===== config.mk =====
export PLATFORM = sky130hd
export DESIGN_NAME = taxi_axi_pipe_rd_flat
export DESIGN_NICKNAME = d
export VERILOG_FILES = /design/src/rtl/taxi_axi_pipe_pkg.sv /design/src/rtl/taxi_axi_if.sv /design/src/rtl/taxi_axi_pipe_stage.sv /design/src/rtl/taxi_axi_pipe_rd.sv /design/src/flat_wrapper.sv
export SDC_FILE = /design/constraint.sdc
export NUM_CORES = 1
export LEC_CHECK = 0
export BUFFER_PORTS_ARGS = -buffer_cell sky130_fd_sc_hd__clkbuf_2
export CAP_MARGIN = 5
export CELL_PAD_IN_SITES_DETAIL_PLACEMENT = 1
export CELL_PAD_IN_SITES_GLOBAL_PLACEMENT = 2
export CORE_ASPECT_RATIO = 0.7
export CORE_MARGIN = 2
export CORE_UTILIZATION = 34
export DETAILED_ROUTE_END_ITERATION = 7
export PLACE_DENSITY = 0.81
export SYNTH_ARGS = -nofsm -noshare
export SYNTH_HDL_FRONTEND = slang
export SYNTH_SLANG_ARGS = --single-unit

===== constraint.sdc =====
create_clock -name clk -period 3.79 [get_ports clk]
set_input_delay 0.5685 -clock clk [delete_from_list [all_inputs] [get_ports clk]]
set_output_delay 0.5685 -clock clk [all_outputs]
set_load 0.02 [all_outputs]

===== src/rtl/taxi_axi_pipe_pkg.sv =====
// Shared types for the AXI read-path pipeline: register stage flavours and chain limits.
package taxi_axi_pipe_pkg;

  typedef enum logic [1:0] {
    REG_BYPASS = 2'd0,
    REG_SIMPLE = 2'd1,
    REG_SKID   = 2'd2
  } reg_type_e;

  localparam int MAX_STAGES = 8;

  // A bypass channel still instantiates one (wire-only) stage to keep the chain uniform.
  function automatic int eff_stages(input int reg_type, input int stages);
    return (reg_type == 0) ? 1 : stages;
  endfunction

endpackage


===== src/rtl/taxi_axi_if.sv =====
// AXI4 read-channel interface; rd_slv faces the requester, rd_mst faces the completer.
interface taxi_axi_if #(
  parameter int DATA_W    = 32,
  parameter int ADDR_W    = 32,
  parameter int STRB_W    = DATA_W / 8,
  parameter int ID_W      = 8,
  parameter bit ARUSER_EN = 1'b0,
  parameter int ARUSER_W  = 1,
  parameter bit RUSER_EN  = 1'b0,
  parameter int RUSER_W   = 1
) ();
  logic [ID_W-1:0]     arid;
  logic [ADDR_W-1:0]   araddr;
  logic [7:0]          arlen;
  logic [2:0]          arsize;
  logic [1:0]          arburst;
  logic                arlock;
  logic [3:0]          arcache;
  logic [2:0]          arprot;
  logic [3:0]          arqos;
  logic [3:0]          arregion;
  logic [ARUSER_W-1:0] aruser;
  logic                arvalid;
  logic                arready;

  logic [ID_W-1:0]     rid;
  logic [DATA_W-1:0]   rdata;
  logic [1:0]          rresp;
  logic                rlast;
  logic [RUSER_W-1:0]  ruser;
  logic                rvalid;
  logic                rready;

  modport rd_slv (
    input  arid, araddr, arlen, arsize, arburst, arlock, arcache, arprot, arqos, arregion, aruser, arvalid,
    output arready,
    output rid, rdata, rresp, rlast, ruser, rvalid,
    input  rready
  );

  modport rd_mst (
    output arid, araddr, arlen, arsize, arburst, arlock, arcache, arprot, arqos, arregion, aruser, arvalid,
    input  arready,
    input  rid, rdata, rresp, rlast, ruser, rvalid,
    output rready
  );
endinterface


===== src/rtl/taxi_axi_pipe_stage.sv =====
// One valid/ready register slice: wire, half-rate simple register, or full-rate skid register.
module taxi_axi_pipe_stage
  import taxi_axi_pipe_pkg::*;
#(
  parameter int        W        = 8,
  parameter reg_type_e REG_TYPE = REG_SKID
) (
  input  logic         clk,
  input  logic         rst,
  input  logic [W-1:0] in_data,
  input  logic         in_valid,
  output logic         in_ready,
  output logic [W-1:0] out_data,
  output logic         out_valid,
  input  logic         out_ready
);

  if (REG_TYPE == REG_BYPASS) begin : g_bypass
    assign out_data  = in_data;
    assign out_valid = in_valid;
    assign in_ready  = out_ready;

  end else if (REG_TYPE == REG_SIMPLE) begin : g_simple
    logic [W-1:0] data_q;
    logic         vld_q;

    // Only accepts into an empty slot, so at most one beat every two cycles.
    assign in_ready  = !vld_q && !rst;
    assign out_data  = data_q;
    assign out_valid = vld_q;

    always_ff @(posedge clk) begin
      if (in_valid && in_ready) data_q <= in_data;
      if (rst)                        vld_q <= 1'b0;
      else if (in_valid && in_ready)  vld_q <= 1'b1;
      else if (out_ready)             vld_q <= 1'b0;
    end

  end else begin : g_skid
    logic [W-1:0] main_q, skid_q;
    logic         main_v, skid_v, rdy_q;
    logic         main_v_n, skid_v_n, load_in, load_skid, store_skid;
    logic         in_hs;

    assign in_hs     = in_valid && rdy_q;
    assign in_ready  = rdy_q;
    assign out_data  = main_q;
    assign out_valid = main_v;

    always_comb begin
      main_v_n   = main_v;
      skid_v_n   = skid_v;
      load_in    = 1'b0;
      load_skid  = 1'b0;
      store_skid = 1'b0;
      if (out_ready || !main_v) begin
        if (skid_v) begin
          load_skid = 1'b1;
          main_v_n  = 1'b1;
          skid_v_n  = 1'b0;
        end else if (in_hs) begin
          load_in  = 1'b1;
          main_v_n = 1'b1;
        end else begin
          main_v_n = 1'b0;
        end
      end else if (in_hs) begin
        // Output stalled: park the beat accepted on the registered ready.
        store_skid = 1'b1;
        skid_v_n   = 1'b1;
      end
    end

    always_ff @(posedge clk) begin
      if (load_in)         main_q <= in_data;
      else if (load_skid)  main_q <= skid_q;
      if (store_skid)      skid_q <= in_data;
      if (rst) begin
        main_v <= 1'b0;
        skid_v <= 1'b0;
        rdy_q  <= 1'b0;
      end else begin
        main_v <= main_v_n;
        skid_v <= skid_v_n;
        rdy_q  <= !skid_v_n;
      end
    end
  end

endmodule


===== src/rtl/taxi_axi_pipe_rd.sv =====
// AXI4 read-path pipeline: independent register chains on AR and R.
// Define TAXI_AXI_PIPE_RD_LIMIT_EN to cap outstanding bursts at MAX_OUTSTANDING.
module taxi_axi_pipe_rd
  import taxi_axi_pipe_pkg::*;
#(
  parameter int AR_REG_TYPE     = 2,
  parameter int R_REG_TYPE      = 2,
  parameter int AR_STAGES       = 1,
  parameter int R_STAGES        = 1,
  parameter int MAX_OUTSTANDING = 16
) (
  input  logic clk,
  input  logic rst,
  taxi_axi_if.rd_slv s_axi_rd,
  taxi_axi_if.rd_mst m_axi_rd
);

  localparam int ID_W     = s_axi_rd.ID_W;
  localparam int ADDR_W   = s_axi_rd.ADDR_W;
  localparam int DATA_W   = s_axi_rd.DATA_W;
  localparam int ARUSER_W = s_axi_rd.ARUSER_W;
  localparam int RUSER_W  = m_axi_rd.RUSER_W;
  localparam bit ARUSER_EN = s_axi_rd.ARUSER_EN && m_axi_rd.ARUSER_EN;
  localparam bit RUSER_EN  = s_axi_rd.RUSER_EN && m_axi_rd.RUSER_EN;
  localparam int AR_N = eff_stages(AR_REG_TYPE, AR_STAGES);
  localparam int R_N  = eff_stages(R_REG_TYPE, R_STAGES);

  if (s_axi_rd.DATA_W != m_axi_rd.DATA_W || s_axi_rd.STRB_W != m_axi_rd.STRB_W) begin : g_chk_data
    $fatal(1, "taxi_axi_pipe_rd: DATA_W/STRB_W differ between interfaces");
  end
  if ((ARUSER_EN && s_axi_rd.ARUSER_W != m_axi_rd.ARUSER_W) ||
      (RUSER_EN && s_axi_rd.RUSER_W != m_axi_rd.RUSER_W)) begin : g_chk_user
    $fatal(1, "taxi_axi_pipe_rd: USER widths differ between interfaces");
  end
  if (AR_REG_TYPE > 2 || R_REG_TYPE > 2 || AR_N < 1 || AR_N > MAX_STAGES ||
      R_N < 1 || R_N > MAX_STAGES) begin : g_chk_cfg
    $fatal(1, "taxi_axi_pipe_rd: bad register type or stage count");
  end

  typedef struct packed {
    logic [ID_W-1:0]     id;
    logic [ADDR_W-1:0]   addr;
    logic [7:0]          len;
    logic [2:0]          size;
    logic [1:0]          burst;
    logic                lock;
    logic [3:0]          cache;
    logic [2:0]          prot;
    logic [3:0]          qos;
    logic [3:0]          region;
    logic [ARUSER_W-1:0] user;
  } ar_t;

  typedef struct packed {
    logic [ID_W-1:0]    id;
    logic [DATA_W-1:0]  data;
    logic [1:0]         resp;
    logic               last;
    logic [RUSER_W-1:0] user;
  } r_t;

  localparam int AR_W = $bits(ar_t);
  localparam int R_W  = $bits(r_t);

  ar_t ar_in, ar_out;
  r_t  r_in, r_out;
  logic [AR_W-1:0] ar_d [AR_N+1];
  logic [AR_N:0]   ar_v, ar_r;
  logic [R_W-1:0]  r_d [R_N+1];
  logic [R_N:0]    r_v, r_r;
  logic            lim_block;

  // AR: s -> m
  assign ar_in = '{id: s_axi_rd.arid, addr: s_axi_rd.araddr, len: s_axi_rd.arlen,
                   size: s_axi_rd.arsize, burst: s_axi_rd.arburst, lock: s_axi_rd.arlock,
                   cache: s_axi_rd.arcache, prot: s_axi_rd.arprot, qos: s_axi_rd.arqos,
                   region: s_axi_rd.arregion, user: ARUSER_EN ? s_axi_rd.aruser : '0};
  assign ar_d[0]          = ar_in;
  assign ar_v[0]          = s_axi_rd.arvalid;
  assign s_axi_rd.arready = ar_r[0];

  for (genvar i = 0; i < AR_N; i++) begin : g_ar
    taxi_axi_pipe_stage #(.W(AR_W), .REG_TYPE(reg_type_e'(AR_REG_TYPE))) u_stage (
      .clk(clk), .rst(rst),
      .in_data(ar_d[i]), .in_valid(ar_v[i]), .in_ready(ar_r[i]),
      .out_data(ar_d[i+1]), .out_valid(ar_v[i+1]), .out_ready(ar_r[i+1])
    );
  end

  // The limiter gates only the last hop; the held beat stays in the final stage.
  assign ar_out            = ar_t'(ar_d[AR_N]);
  assign m_axi_rd.arvalid  = ar_v[AR_N] && !lim_block;
  assign ar_r[AR_N]        = m_axi_rd.arready && !lim_block;
  assign m_axi_rd.arid     = ar_out.id;
  assign m_axi_rd.araddr   = ar_out.addr;
  assign m_axi_rd.arlen    = ar_out.len;
  assign m_axi_rd.arsize   = ar_out.size;
  assign m_axi_rd.arburst  = ar_out.burst;
  assign m_axi_rd.arlock   = ar_out.lock;
  assign m_axi_rd.arcache  = ar_out.cache;
  assign m_axi_rd.arprot   = ar_out.prot;
  assign m_axi_rd.arqos    = ar_out.qos;
  assign m_axi_rd.arregion = ar_out.region;
  assign m_axi_rd.aruser   = ARUSER_EN ? ar_out.user : '0;

  // R: m -> s
  assign r_in = '{id: m_axi_rd.rid, data: m_axi_rd.rdata, resp: m_axi_rd.rresp,
                  last: m_axi_rd.rlast, user: RUSER_EN ? m_axi_rd.ruser : '0};
  assign r_d[0]          = r_in;
  assign r_v[0]          = m_axi_rd.rvalid;
  assign m_axi_rd.rready = r_r[0];

  for (genvar i = 0; i < R_N; i++) begin : g_r
    taxi_axi_pipe_stage #(.W(R_W), .REG_TYPE(reg_type_e'(R_REG_TYPE))) u_stage (
      .clk(clk), .rst(rst),
      .in_data(r_d[i]), .in_valid(r_v[i]), .in_ready(r_r[i]),
      .out_data(r_d[i+1]), .out_valid(r_v[i+1]), .out_ready(r_r[i+1])
    );
  end

  assign r_out           = r_t'(r_d[R_N]);
  assign s_axi_rd.rvalid = r_v[R_N];
  assign r_r[R_N]        = s_axi_rd.rready;
  assign s_axi_rd.rid    = r_out.id;
  assign s_axi_rd.rdata  = r_out.data;
  assign s_axi_rd.rresp  = r_out.resp;
  assign s_axi_rd.rlast  = r_out.last;
  assign s_axi_rd.ruser  = RUSER_EN ? r_out.user : '0;

`ifdef TAXI_AXI_PIPE_RD_LIMIT_EN
  logic [7:0] outstanding;
  logic       ar_hs, r_done;

  assign ar_hs     = m_axi_rd.arvalid && m_axi_rd.arready;
  assign r_done    = m_axi_rd.rvalid && m_axi_rd.rready && m_axi_rd.rlast;
  assign lim_block = (outstanding == 8'(MAX_OUTSTANDING));

  always_ff @(posedge clk) begin
    if (rst) outstanding <= 8'd0;
    else     outstanding <= outstanding + {7'd0, ar_hs} - {7'd0, r_done};
  end
`else
  assign lim_block = 1'b0;
`endif

endmodule


===== src/flat_wrapper.sv =====
// flat-port wrapper written by rule: the top's interface ports become plain ports
module taxi_axi_pipe_rd_flat import taxi_axi_pipe_pkg::*;
#(
  parameter int AR_REG_TYPE     = 2,
  parameter int R_REG_TYPE      = 2,
  parameter int AR_STAGES       = 1,
  parameter int R_STAGES        = 1,
  parameter int MAX_OUTSTANDING = 16
)
  (clk, rst, s_axi_rd_arid, s_axi_rd_araddr, s_axi_rd_arlen, s_axi_rd_arsize, s_axi_rd_arburst, s_axi_rd_arlock, s_axi_rd_arcache, s_axi_rd_arprot, s_axi_rd_arqos, s_axi_rd_arregion, s_axi_rd_aruser, s_axi_rd_arvalid, s_axi_rd_arready, s_axi_rd_rid, s_axi_rd_rdata, s_axi_rd_rresp, s_axi_rd_rlast, s_axi_rd_ruser, s_axi_rd_rvalid, s_axi_rd_rready, m_axi_rd_arid, m_axi_rd_araddr, m_axi_rd_arlen, m_axi_rd_arsize, m_axi_rd_arburst, m_axi_rd_arlock, m_axi_rd_arcache, m_axi_rd_arprot, m_axi_rd_arqos, m_axi_rd_arregion, m_axi_rd_aruser, m_axi_rd_arvalid, m_axi_rd_arready, m_axi_rd_rid, m_axi_rd_rdata, m_axi_rd_rresp, m_axi_rd_rlast, m_axi_rd_ruser, m_axi_rd_rvalid, m_axi_rd_rready);
  taxi_axi_if #(.ID_W(4), .ARUSER_EN(1), .ARUSER_W(4), .RUSER_EN(1), .RUSER_W(4)) s_axi_rd_i ();
  taxi_axi_if #(.ID_W(4), .ARUSER_EN(0), .ARUSER_W(4), .RUSER_EN(1), .RUSER_W(4)) m_axi_rd_i ();
  input  logic clk;
  input  logic rst;
  input wire logic [$bits(s_axi_rd_i.arid)-1:0] s_axi_rd_arid;
  input wire logic [$bits(s_axi_rd_i.araddr)-1:0] s_axi_rd_araddr;
  input wire logic [$bits(s_axi_rd_i.arlen)-1:0] s_axi_rd_arlen;
  input wire logic [$bits(s_axi_rd_i.arsize)-1:0] s_axi_rd_arsize;
  input wire logic [$bits(s_axi_rd_i.arburst)-1:0] s_axi_rd_arburst;
  input wire logic [$bits(s_axi_rd_i.arlock)-1:0] s_axi_rd_arlock;
  input wire logic [$bits(s_axi_rd_i.arcache)-1:0] s_axi_rd_arcache;
  input wire logic [$bits(s_axi_rd_i.arprot)-1:0] s_axi_rd_arprot;
  input wire logic [$bits(s_axi_rd_i.arqos)-1:0] s_axi_rd_arqos;
  input wire logic [$bits(s_axi_rd_i.arregion)-1:0] s_axi_rd_arregion;
  input wire logic [$bits(s_axi_rd_i.aruser)-1:0] s_axi_rd_aruser;
  input wire logic [$bits(s_axi_rd_i.arvalid)-1:0] s_axi_rd_arvalid;
  output wire logic [$bits(s_axi_rd_i.arready)-1:0] s_axi_rd_arready;
  output wire logic [$bits(s_axi_rd_i.rid)-1:0] s_axi_rd_rid;
  output wire logic [$bits(s_axi_rd_i.rdata)-1:0] s_axi_rd_rdata;
  output wire logic [$bits(s_axi_rd_i.rresp)-1:0] s_axi_rd_rresp;
  output wire logic [$bits(s_axi_rd_i.rlast)-1:0] s_axi_rd_rlast;
  output wire logic [$bits(s_axi_rd_i.ruser)-1:0] s_axi_rd_ruser;
  output wire logic [$bits(s_axi_rd_i.rvalid)-1:0] s_axi_rd_rvalid;
  input wire logic [$bits(s_axi_rd_i.rready)-1:0] s_axi_rd_rready;
  output wire logic [$bits(m_axi_rd_i.arid)-1:0] m_axi_rd_arid;
  output wire logic [$bits(m_axi_rd_i.araddr)-1:0] m_axi_rd_araddr;
  output wire logic [$bits(m_axi_rd_i.arlen)-1:0] m_axi_rd_arlen;
  output wire logic [$bits(m_axi_rd_i.arsize)-1:0] m_axi_rd_arsize;
  output wire logic [$bits(m_axi_rd_i.arburst)-1:0] m_axi_rd_arburst;
  output wire logic [$bits(m_axi_rd_i.arlock)-1:0] m_axi_rd_arlock;
  output wire logic [$bits(m_axi_rd_i.arcache)-1:0] m_axi_rd_arcache;
  output wire logic [$bits(m_axi_rd_i.arprot)-1:0] m_axi_rd_arprot;
  output wire logic [$bits(m_axi_rd_i.arqos)-1:0] m_axi_rd_arqos;
  output wire logic [$bits(m_axi_rd_i.arregion)-1:0] m_axi_rd_arregion;
  output wire logic [$bits(m_axi_rd_i.aruser)-1:0] m_axi_rd_aruser;
  output wire logic [$bits(m_axi_rd_i.arvalid)-1:0] m_axi_rd_arvalid;
  input wire logic [$bits(m_axi_rd_i.arready)-1:0] m_axi_rd_arready;
  input wire logic [$bits(m_axi_rd_i.rid)-1:0] m_axi_rd_rid;
  input wire logic [$bits(m_axi_rd_i.rdata)-1:0] m_axi_rd_rdata;
  input wire logic [$bits(m_axi_rd_i.rresp)-1:0] m_axi_rd_rresp;
  input wire logic [$bits(m_axi_rd_i.rlast)-1:0] m_axi_rd_rlast;
  input wire logic [$bits(m_axi_rd_i.ruser)-1:0] m_axi_rd_ruser;
  input wire logic [$bits(m_axi_rd_i.rvalid)-1:0] m_axi_rd_rvalid;
  output wire logic [$bits(m_axi_rd_i.rready)-1:0] m_axi_rd_rready;
  assign s_axi_rd_i.arid = s_axi_rd_arid;
  assign s_axi_rd_i.araddr = s_axi_rd_araddr;
  assign s_axi_rd_i.arlen = s_axi_rd_arlen;
  assign s_axi_rd_i.arsize = s_axi_rd_arsize;
  assign s_axi_rd_i.arburst = s_axi_rd_arburst;
  assign s_axi_rd_i.arlock = s_axi_rd_arlock;
  assign s_axi_rd_i.arcache = s_axi_rd_arcache;
  assign s_axi_rd_i.arprot = s_axi_rd_arprot;
  assign s_axi_rd_i.arqos = s_axi_rd_arqos;
  assign s_axi_rd_i.arregion = s_axi_rd_arregion;
  assign s_axi_rd_i.aruser = s_axi_rd_aruser;
  assign s_axi_rd_i.arvalid = s_axi_rd_arvalid;
  assign s_axi_rd_arready = s_axi_rd_i.arready;
  assign s_axi_rd_rid = s_axi_rd_i.rid;
  assign s_axi_rd_rdata = s_axi_rd_i.rdata;
  assign s_axi_rd_rresp = s_axi_rd_i.rresp;
  assign s_axi_rd_rlast = s_axi_rd_i.rlast;
  assign s_axi_rd_ruser = s_axi_rd_i.ruser;
  assign s_axi_rd_rvalid = s_axi_rd_i.rvalid;
  assign s_axi_rd_i.rready = s_axi_rd_rready;
  assign m_axi_rd_arid = m_axi_rd_i.arid;
  assign m_axi_rd_araddr = m_axi_rd_i.araddr;
  assign m_axi_rd_arlen = m_axi_rd_i.arlen;
  assign m_axi_rd_arsize = m_axi_rd_i.arsize;
  assign m_axi_rd_arburst = m_axi_rd_i.arburst;
  assign m_axi_rd_arlock = m_axi_rd_i.arlock;
  assign m_axi_rd_arcache = m_axi_rd_i.arcache;
  assign m_axi_rd_arprot = m_axi_rd_i.arprot;
  assign m_axi_rd_arqos = m_axi_rd_i.arqos;
  assign m_axi_rd_arregion = m_axi_rd_i.arregion;
  assign m_axi_rd_aruser = m_axi_rd_i.aruser;
  assign m_axi_rd_arvalid = m_axi_rd_i.arvalid;
  assign m_axi_rd_i.arready = m_axi_rd_arready;
  assign m_axi_rd_i.rid = m_axi_rd_rid;
  assign m_axi_rd_i.rdata = m_axi_rd_rdata;
  assign m_axi_rd_i.rresp = m_axi_rd_rresp;
  assign m_axi_rd_i.rlast = m_axi_rd_rlast;
  assign m_axi_rd_i.ruser = m_axi_rd_ruser;
  assign m_axi_rd_i.rvalid = m_axi_rd_rvalid;
  assign m_axi_rd_rready = m_axi_rd_i.rready;
  taxi_axi_pipe_rd #(.AR_REG_TYPE(AR_REG_TYPE), .R_REG_TYPE(R_REG_TYPE), .AR_STAGES(AR_STAGES), .R_STAGES(R_STAGES), .MAX_OUTSTANDING(MAX_OUTSTANDING)) u_core (.clk(clk), .rst(rst), .s_axi_rd(s_axi_rd_i), .m_axi_rd(m_axi_rd_i));
endmodule

---- Word-level counts from Yosys, hierarchy flattened ----
Cells that the tools add are included.
word-level totals
  flip-flop bits (word level) ............. 222
  memory bits (writable) .................. 0
  word-level logic and storage cells ...... 42
  output and inout port bits .............. 116
  input bits .............................. 118
  latch bits .............................. 0
  memories kept ........................... 0
  ROM bits ................................ 0
operators by class
  reduce and logical (&&, ||, !) cells .... 10
  div/mod/pow operators ................... 0
  bitwise operators ....................... 0
  magnitude comparators ................... 0
  equality and inequality tests ........... 0
  add/subtract/negate cells ............... 0
  muxes and demuxes ....................... 22
  shifts and indexed selects .............. 0
  multipliers ............................. 0
operators by type and width
  kind                 number
  $mux W69             2
  $mux W43             2
  $mux W1              18
  $logic_not A1 Y1     4
  $reduce_bool A2 Y1   2
  $logic_and A1 B1 Y1  2
  $logic_or A1 B1 Y1   2

---- Depth between registers and ports, before layout ----
  word-level depth ........................ 5
  gate-level depth with buffers ........... 5
  depth with buffers taken out ............ 3

---- Hierarchy ----
From an unflattened synthesis, not the netlist that was laid out.
unflattened totals
  cells, all modules ...................... 380
  area, all modules ....................... 8,374.3 µm²
modules (own cells, without submodules)
  module                                        cells an instance  area each (µm²)  sequential area each (µm²)  instances
  taxi_axi_pipe_stage (u_core.g_ar[0].u_stage)  228                5,098.6          4,204.0                     1
  taxi_axi_pipe_stage (u_core.g_r[0].u_stage)   147                3,241.9          2,642.5                     1
  taxi_axi_pipe_rd                              5                  33.8             0.0                         1

---- Worst setup path after synthesis ----
No wires, ideal clock.
  kind .................................... input -> register
  start ................................... in m_axi_rd_arready
  end ..................................... reg u_core.g_ar[0].u_stage.g_skid.skid_q[10] (enable)
  data required time ...................... 3.302 ns
  path buffers ............................ 0
  arrival ................................. 3.494 ns
  setup slack ............................. -0.192 ns
  setup time .............................. 0.488 ns
  stages .................................. 2
  path through ............................ nand2b_1 -> nor2_1
between the ends
  longest elaborated chain between the ends .. 2
RTL lines
  item                                          RTL line                   source
  start: declaration                            flat_wrapper.sv:47         input wire logic [$bits(m_axi_rd_i.arready)-1:0] m_axi_rd_arready;
  $logic_or A1 B1 Y1                            taxi_axi_pipe_stage.sv:56  if (out_ready || !main_v) begin
  $mux W1                                       taxi_axi_pipe_stage.sv:56
  net u_core.g_ar[0].u_stage.g_skid.store_skid  taxi_axi_pipe_stage.sv:42  logic main_v_n, skid_v_n, load_in, load_skid, store_skid;
  end signal: assignment                        taxi_axi_pipe_stage.sv:77  if (store_skid) skid_q <= in_data;
  end: declaration                              taxi_axi_pipe_stage.sv:40  logic [W-1:0] main_q, skid_q;
The timed path passes the listed nets, and every way through them passes these cells.
A chain may end at the register's enable or synchronous reset.

---- Final worst setup path ----
  start ................................... reg u_core.g_r[0].u_stage.g_skid.main_v
  end ..................................... reg u_core.g_r[0].u_stage.g_skid.main_q[19] (data pin)
between the ends
  longest elaborated chain between the ends .. 4
RTL lines
  item                      RTL line                   source
  start: declaration        taxi_axi_pipe_stage.sv:41  logic main_v, skid_v, rdy_q;
  start signal: assignment  taxi_axi_pipe_stage.sv:83  main_v <= main_v_n;
  $logic_not A1 Y1          taxi_axi_pipe_stage.sv:56
  $logic_or A1 B1 Y1        taxi_axi_pipe_stage.sv:56
  $mux W1                   taxi_axi_pipe_stage.sv:56
  $mux W43                  taxi_axi_pipe_stage.sv:75  if (load_in) main_q <= in_data;
  end signal: assignment    taxi_axi_pipe_stage.sv:75
  end signal: assignment    taxi_axi_pipe_stage.sv:76  else if (load_skid) main_q <= skid_q;
  end: declaration          taxi_axi_pipe_stage.sv:40
Every way passes these cells.

==> out/qor.csv <==
stage,metric,value,unit
floorplan,initial core utilization,34.45,%
global_routing,largest net degree at the start of global routing,66,
setup_path,"slowest stage delay, CP",800,ps
global_routing,initial antenna violation count,0,
route,router iterations before antenna repair,4,
finish,fill count,2343,
power,Leak,3.808,nW
setup_path,crit path DAT,2450,ps
finish,Layout area overhead,27.33,%
min_path,Min-Delay Path Class,input pin to flop,
setup_path,CP Class,flop to flop,
global_routing,grt total ovfl,0,
sta,Relative slew margins,33.24,%
setup_path,"Slowest-stage cell, CP",nor3_4,
clock_network,clock root buffer,clkbuf_16,
run_status,status,"complete, no violations",
place,DP Worst Slack,1284,ps
finish,final std cells w/o fill,948,
floorplan,core area,23520,sq um
global_routing,vias in the first global route,4777,
power,Clock Power Share,40.7,%
min_path,Min-Delay Path Depth,1,
finish,Post-Route Utilization,43.87,%
clock_network,# hold bufs at CTS,0,
logic_synthesis,Cells after Synth,368,
sta,Worst Skew,18.46,ps
clock_network,CTS tree,done,
route,DR vias/cell,4.516,
clock_network,clk_lat worst skew,510,ps
sta,period utilization,57.82,%
clock_network,CTS sink count,222,
global_routing,GRT Util Overall,14.84,%
power,peak supply drop,0.2800,mV
logic_synthesis,Syn Area/Cell,22.02,sq um
sta,post-route setup slack,1598,ps
job,max cap viols,0,
place,Cells after DPL,906,
setup_path,kind of cell adding the most delay to the critical path,simple AND/OR/NAND/NOR gates,
route,detailed-route DRC error count,0,
logic_synthesis,Netlist Area Pre-Place,8104,sq um
sta,RSZ-0062 raised after global routing,false,
setup_path,crit path capture type,flop,
clock_network,Post-CTS Setup Bufs,0,
setup_path,startpoint types,flop,
clock_network,clock tree buffer depth,3,
floorplan,Die Width,188.5,um
setup_path,flop2flop setup slack,1600,ps
power,Logic pwr share,6.8,%
sta,Highest Clock Rate,456.3,MHz
clock_network,H-tree depth,1,
sta,"Slew Viols, Final",0,
logic_synthesis,Synth cell types,15,
route,vias,4281,
finish,ANT cells,0,
sta,WHS,248.3,ps
sta,Final min period,2192,ps
route,final WL,18670,um
setup_path,CP Data Required Time,4050,ps
place,HPWL Detailed,13160,um
route,Final ANT Viol Nets,0,
finish,most frequent cells in the layout,"clkbuf_2, edfxtp_1, mux2_2",
power,Net Sw Power,0.001147,W
setup_path,CP Max Fanout,26,
power,sequential share of power,52.4,%
logic_synthesis,post-synthesis sequential area ratio,81.52,%
setup_path,"Cell Chain, Critical Path","nor2b_4, nor3_4, buf_12, mux2_2",
setup_path,Critical Path Stages,4,
clock_network,clock buffer count from CTS,23,
power,Pwr Density,516.2,nW/um^2
power,Sw Share,21.53,%
place,Placer Congestion,0.7696,
global_routing,first-pass GRT wire length,28940,um
finish,Final nets,731,
sta,final setup fails,0,
place,Buffers on Ports,225,
floorplan,Die ar.,25110,sq um
clock_network,cts repair resizes,0,
setup_path,Worst Path Buf+Inv,1,
route,Iter 0 DRT Violations,274,
floorplan,Die H,133.2,um
route,DR WL/cell,19.69,um
logic_synthesis,YS warnings,0,
sta,Worst-Margin Slew,998.2,ps
sta,setup tns final,0,ps
sta,Fin. Hold Viols,0,
logic_synthesis,#FFs+latches synth,222,
clock_network,clock-pin slew on the worst setup and hold paths,60,ps
floorplan,top-level port count,234,
finish,"commonest non-fill, non-tap cell in the layout",clkbuf_2,
floorplan,Rows,47,
power,P_int,0.004180,W
finish,fraction of layout cells with a size suffix above 1,59.52,%
setup_path,R2R depth,4,
[final cells by class]
type / instances / area (sq um) / area share, %
repair buffers: 232 / 1204 / 11.66
flip-flops and latches: 222 / 6606 / 64.02
multi-input cells: 134 / 1401 / 13.58
clock inverters: 9 / 96.34 / 0.9337
clock buffers: 33 / 613.1 / 5.942
well taps: 318 / 397.9 / 3.856
[path summary, 6_finish.rpt]
| kind | from | end |
|---|---|---|
| worst max-delay path | u_core.g_r[0].u_stage.out_valid$_SDFFE_PP0N_ | u_core.g_r[0].u_stage.out_data[19]$_DFFE_PP_ |
| worst min-delay path | m_axi_rd_rdata[18] | u_core.g_r[0].u_stage.g_skid.skid_q[25]$_DFFE_PP_ |
| worst max register to register | u_core.g_r[0].u_stage.out_valid$_SDFFE_PP0N_ | u_core.g_r[0].u_stage.out_data[19]$_DFFE_PP_ |
| worst min register to register | u_core.g_ar[0].u_stage.g_skid.skid_q[30]$_DFFE_PP_ | u_core.g_ar[0].u_stage.out_data[30]$_DFFE_PP_ |
[registers in the layout, indices dropped and copies added, names as in the netlist]
signal,cells
u_core.g_ar.u_stage.g_skid.skid_q,65
u_core.g_ar.u_stage.out_data,65
u_core.g_r.u_stage.g_skid.skid_q,43
u_core.g_r.u_stage.out_data,43
u_core.g_ar.u_stage.g_skid.skid_v,1
u_core.g_ar.u_stage.in_ready,1
u_core.g_ar.u_stage.out_valid,1
u_core.g_r.u_stage.g_skid.skid_v,1
u_core.g_r.u_stage.in_ready,1
u_core.g_r.u_stage.out_valid,1
[synthesized netlist by cell type]
master / count / area share [%]
a21oi_1: 4 / 0.25
nor2_1: 8 / 0.37
nor3_2: 1 / 0.12
edfxtp_1: 216 / 80
buf_4: 5 / 0.46
buf_6: 9 / 1.3
dfxtp_1: 6 / 1.5
mux2_2: 108 / 15
nand2b_1: 2 / 0.15
buf_2: 1 / 0.062
nand2_1: 2 / 0.093
nor2b_4: 2 / 0.34
nor3_4: 1 / 0.20
conb_1: 1 / 0.046
nor3_1: 2 / 0.12
[per-stage QoR]
step           area (sq um)  power (W)
2_1_floorplan          8120   0.003051
3_3_place_gp           9609   0.003191
3_5_place_dp           9609   0.003215
4_1_cts               10320   0.005399
5_1_grt               10320   0.005514
6_report              10320   0.005327
[logic make-up (layout without fill, tap and decap cells)]
family / Yosys count / in the layout / share of synthesized area [%]
AOI/OAI and AO/OA: 4 / 4 / 0.2470
other: 1 / 4 / 0.04627
DFF: 222 / 222 / 81.52
buffers and inverters: 15 / 274 / 1.776
muxes: 108 / 108 / 15.01
and+or+nand+nor: 18 / 18 / 1.405
[power by group through the flow]
stage | registers [W] | logic [W] | clock network [W]
3_3_place_gp | 0.00284 | 0.000351 | 0
2_1_floorplan | 0.00291 | 0.000136 | 0
6_report | 0.00279 | 0.000364 | 0.00217
4_1_cts | 0.00279 | 0.000371 | 0.00223
5_1_grt | 0.00280 | 0.000393 | 0.00232
3_5_place_dp | 0.00285 | 0.000369 | 0
[metal layers]
metal	GRT usage [%]	share of wire (%)	wire length (um)
met1	19.34	42	7920
met3	3.451	5.2	968
met4	5.859	3.9	734
met2	24.18	48	9044
met5	0	0	0
Power figures use the tool's default switching activity.
